File: src/rtl/uart_resp_pkg.sv
// uart_resp_pkg: FSM states, default sync marker and payload byte order for uart_response_tx
package uart_resp_pkg;
  localparam logic [7:0] DEF_SYNC_BYTE = 8'hA5;
  localparam bit PAYLOAD_LSB_FIRST = 1'b1;
  typedef enum logic [3:0] {IDLE, SYNC, OPC, LEN, FETCH, WAIT, PAYLOAD, CSUM, DONE} state_t;
endpackage

File: src/rtl/resp_checksum.sv
// resp_checksum: modulo-256 byte accumulator with synchronous clear
module resp_checksum (
  input  logic       clk,
  input  logic       rst_n,
  input  logic       clear,
  input  logic       add,
  input  logic [7:0] data,
  output logic [7:0] sum
);
  // clear wins over add so a new frame never inherits the old sum
  always_ff @(posedge clk or negedge rst_n)
    if (!rst_n) sum <= 8'h00;
    else if (clear) sum <= 8'h00;
    else if (add) sum <= sum + data;
endmodule

File: src/rtl/uart_response_tx.sv
// uart_response_tx: streams SYNC, opcode, length, BRAM payload and, with RESP_CHECKSUM_EN, a checksum byte into a UART TX FIFO
module uart_response_tx
  import uart_resp_pkg::*;
#(
  parameter logic [7:0] SYNC_BYTE = DEF_SYNC_BYTE,
  parameter int ADDR_W = 9
) (
  input  logic              clk,
  input  logic              rst_n,
  input  logic              enable,
  input  logic [7:0]        opcode,
  input  logic [ADDR_W-1:0] read_addr,
  input  logic [7:0]        length,
  output logic              busy,
  output logic              send_complete,
  output logic              bram_read_enable,
  output logic [ADDR_W-1:0] bram_read_addr,
  input  logic [31:0]       bram_data_in,
  input  logic              uart_buffer_full,
  output logic [7:0]        uart_data_out,
  output logic              uart_data_write
);
`ifdef RESP_CHECKSUM_EN
  localparam state_t TAIL = CSUM;
`else
  localparam state_t TAIL = DONE;
`endif
  state_t state;
  logic [7:0] opc_q, len_q, remain, cur_byte, frame_byte;
  logic [31:0] word, word_next;
  logic [1:0] idx;
  logic [ADDR_W-1:0] addr;
  assign busy = state != IDLE;
  assign send_complete = state == DONE;
  assign bram_read_enable = state == FETCH;
  assign bram_read_addr = addr;
  assign uart_data_write = (state inside {SYNC, OPC, LEN, PAYLOAD, CSUM}) && !uart_buffer_full;
  assign cur_byte = PAYLOAD_LSB_FIRST ? word[7:0] : word[31:24];
  assign word_next = PAYLOAD_LSB_FIRST ? {8'h00, word[31:8]} : {word[23:0], 8'h00};
  assign frame_byte = state == SYNC ? SYNC_BYTE :
                      state == OPC ? opc_q :
                      state == LEN ? len_q :
                      state == PAYLOAD ? cur_byte : 8'h00;
`ifdef RESP_CHECKSUM_EN
  logic [7:0] csum;
  resp_checksum u_csum (
    .clk   (clk),
    .rst_n (rst_n),
    .clear (state == IDLE && enable),
    .add   (uart_data_write && (state inside {OPC, LEN, PAYLOAD})),
    .data  (uart_data_out),
    .sum   (csum)
  );
  assign uart_data_out = state == CSUM ? csum : frame_byte;
`else
  assign uart_data_out = frame_byte;
`endif
  // frame sequencer; emitting states advance only on an accepted FIFO write
  always_ff @(posedge clk or negedge rst_n)
    if (!rst_n) begin
      state <= IDLE;
      opc_q <= 8'h00;
      len_q <= 8'h00;
      remain <= 8'h00;
      addr <= '0;
      word <= 32'h0;
      idx <= 2'd0;
    end else
      case (state)
        IDLE: if (enable) begin
          state <= SYNC;
          opc_q <= opcode;
          len_q <= length;
          remain <= length;
          addr <= read_addr;
        end
        SYNC: if (uart_data_write) state <= OPC;
        OPC: if (uart_data_write) state <= LEN;
        LEN: if (uart_data_write) state <= len_q == 8'd0 ? TAIL : FETCH;
        FETCH: begin
          state <= WAIT;
          addr <= addr + 1'b1;
        end
        WAIT: begin
          state <= PAYLOAD;
          word <= bram_data_in;
          idx <= 2'd0;
        end
        PAYLOAD: if (uart_data_write) begin
          word <= word_next;
          remain <= remain - 8'd1;
          idx <= idx + 2'd1;
          state <= remain == 8'd1 ? TAIL : idx == 2'd3 ? FETCH : PAYLOAD;
        end
        CSUM: if (uart_data_write) state <= DONE;
        DONE: state <= IDLE;
        default: state <= IDLE;
      endcase
endmodule

File: config.mk
export PLATFORM = sky130hd
export DESIGN_NAME = uart_response_tx
export DESIGN_NICKNAME = d
export VERILOG_FILES = /design/src/rtl/uart_resp_pkg.sv /design/src/rtl/resp_checksum.sv /design/src/rtl/uart_response_tx.sv
export SDC_FILE = /design/constraint.sdc
export NUM_CORES = 1
export LEC_CHECK = 0
export CAP_MARGIN = 25
export CORE_MARGIN = 2
export CORE_UTILIZATION = 50
export CTS_CLUSTER_SIZE = 24
export DETAILED_ROUTE_END_ITERATION = 12
export PLACE_DENSITY_LB_ADDON = 0.05
export SYNTH_ARGS = -nofsm -noshare
export SYNTH_HDL_FRONTEND = slang
export SYNTH_SLANG_ARGS = --single-unit
File: constraint.sdc
create_clock -name clk -period 4.75 [get_ports clk]
set_input_delay 0.475 -clock clk [delete_from_list [all_inputs] [get_ports clk]]
set_output_delay 0.475 -clock clk [all_outputs]
set_load 0.01 [all_outputs]
==> metrics.txt <==
switching share of power=40.7%; R2R Path Start=state[1]; htree depth=3; R2R Setup Slk=1.78 ns; gate count after technology mapping=415; Tcrit/Tclk final=71.1%; Worst-Margin Slew=0.945 ns; crit-path max FO=24; drt first pass iters=5; cts repair resizes=0; Netlist Area Pre-Place=0.00359 mm^2; number of hold violations in the final report=0; Routed WL=9090 um; Critical Path AT=2.90 ns; Final ANT Viol Nets=0; Root Buffer=clkbuf_8; #FFs+latches synth=71; die boundary width=88.8 um; Avg Inst Size Synth=8.66 um^2; CTS buffer count=9; post-synthesis net count=480; insertion delay to the later sink of the worst-skew pair=0.35 ns; largest area contributor in the netlist=dfrtp_1; capturing point of the worst reg2reg path=word[0]; 1st-iter DRT viols=172; max_cap viols=0; Comb pwr share=44.1%; fmax=0.296 GHz; dominant cells by area after synthesis=dfrtp_1 49%, nand2_1 11%, nor2_1 5.0%; setup repair bufs after CTS=0; share of cells above drive strength 1=6.12%; P_leak=2.00 nW; Critical Path Sink Type=primary output; Post-synth top flop=dfrtp_1; Post-synth top cells=107 x nand2_1, 71 x dfrtp_1, 48 x nor2_1; Seq/Total Area, Yosys=49.4%; Top Ports=82; # rows=30; I/O Buffers=81; clk buf depth=2; Hold Path Class=in -> async; Final Total Pwr=2.96 mW; largest net degree at the start of global routing=72; Post-DP HPWL=6430 um; Int Pwr=1.76 mW; # fillers=594; antenna cell count=0; number of synthesized flops with an enable pin=0; critical path type=reg -> out; Flop pwr share=40.0%; DRC Markers=0; Clk pwr share=15.9%; Die Y=88.8 um; Core ar.=0.00687 mm^2; DR WL/cell=15.5 um; max-slew violations=0; CP Launch Type=flop; global-route wire length before repair=14700 um; Clk pin slew, worst setup/hold paths=0.08 ns; gpl congestion=0.828; TritonCTS clock tree=done; Async S/R FF share, synth=100%; Setup Viol. Count Final=0; initial antenna violation count=0; initial core utilization=52.3%; number of global-route vias before repair=3002; die area=0.00788 mm^2; Area Growth Syn to Fin=29.1%; met3 Track Usage GR=3.45%; PwrDens=639 mW/mm^2; status=completed; routing usage on met2=37.3%; R2R depth=6; CTS sink cnt=71; RSZ-0062 raised after global routing=no; Vias=3317; most frequent cell after synthesis=nand2_1; drt via density=5.66; Net Switching=1.21 mW; Max-slew headroom=36.8%; Tot GR Track Use=24.3%; clk_skew=0.00975 ns; count of cell types in the netlist=53; peak supply drop=0.000331 V; busiest grt layer=met2; Yosys Warn Count=0; global route total overflow=0; M1 GR Usage=35.5%; Crit path required time=4.28 ns; Tmin final=3.38 ns; hold buffer count at cts=0; Final #Nets=550; share of the synthesized area in the top cell type=49.4%; TNS Setup=0 ns
critical path, cell delays in order (launching register included):
cell             delay [ns]
dfrtp_1                0.82
nor4bb_4               0.93
a22o_1                 0.26
clkdlybuf4s50_1        0.55
final cells by class:
| class | instances | area [um^2] | area share [%] |
|---|---|---|---|
| sequential | 71 | 1780 | 38.3 |
| clock buffer | 10 | 128 | 2.75 |
| inverter | 9 | 38.8 | 0.836 |
| timing repair buffer | 86 | 843 | 18.2 |
| multi-input combinational | 308 | 1670 | 36.0 |
| tap | 96 | 120 | 2.59 |
| clock inverter | 6 | 61.3 | 1.32 |
power by group through the flow:
stage               sequential [mW]  clock (mW)  combinational (mW)
floorplan                      1.07           0               0.922
global placement               1.17           0                1.28
detailed placement             1.19           0                1.31
CTS                            1.18       0.479                1.31
global route                   1.23       0.505                1.47
finish                         1.19       0.470                1.31
cell families after synthesis:
| logic type | after synthesis | share of synthesized area (%) |
|---|---|---|
| simple gates | 195 | 23.8 |
| buf+inv | 36 | 4.46 |
| mux | 5 | 1.46 |
| xor+xnor | 1 | 0.244 |
| compound gates | 103 | 19.2 |
| flops | 71 | 49.4 |
| fa+ha+maj | 4 | 1.39 |
metrics by stage:
stage	hold slack (ns)	instance area (um^2)	util, %	cells	setup WS [ns]
6_report	0.321	4640	67.6	586	1.37
5_1_grt	0.434	4640	67.6	586	1.18
4_1_cts	0.365	4640	67.6	586	1.37
3_5_place_dp	0.471	4450	64.8	570	1.76
3_3_place_gp	0.468	4450	64.8	570	1.82
2_1_floorplan	0.179	3590	-	415	2.90
state kept, by name (all words and copies together) (netlist names):
| register | count |
|---|---|
| word | 32 |
| state | 4 |
| idx | 2 |
| remain | 8 |
| len_q | 8 |
| bram_read_addr | 9 |
| opc_q | 8 |
cells in the final DEF, fill, tap and decap left out, types with 4 or more instances in the layout:
master	instances
a21oi_1	20
o2bb2ai_1	4
nor2_1	48
nand2_1	107
buf_4	5
ha_1	4
a31oi_1	27
dfrtp_1	71
a22oi_1	4
clkbuf_8	9
inv_1	8
and3_1	4
clkdlybuf4s50_1	80
o21ai_0	14
nor4_1	6
nand3_1	8
a22o_1	10
worst max-delay path by stage:
stage,startpoint,to,depth (start not counted)
detailed placement,state[1],uart_data_out[5],3
CTS,state[1],uart_data_out[5],3
global route,state[1],uart_data_out[5],3
floorplan,state[0],uart_data_out[5],5
global placement,state[1],uart_data_out[5],3
finish,state[1],uart_data_out[5],3
routing by layer:
layer / vias to the layer above / routed length, um
li1: 1604 / -
met1: 1612 / 4280
met2: 91 / 4260
met3: 10 / 443
met4: 0 / 108
met5: - / 0
Note: power is estimated with default switching activity, not from simulation.
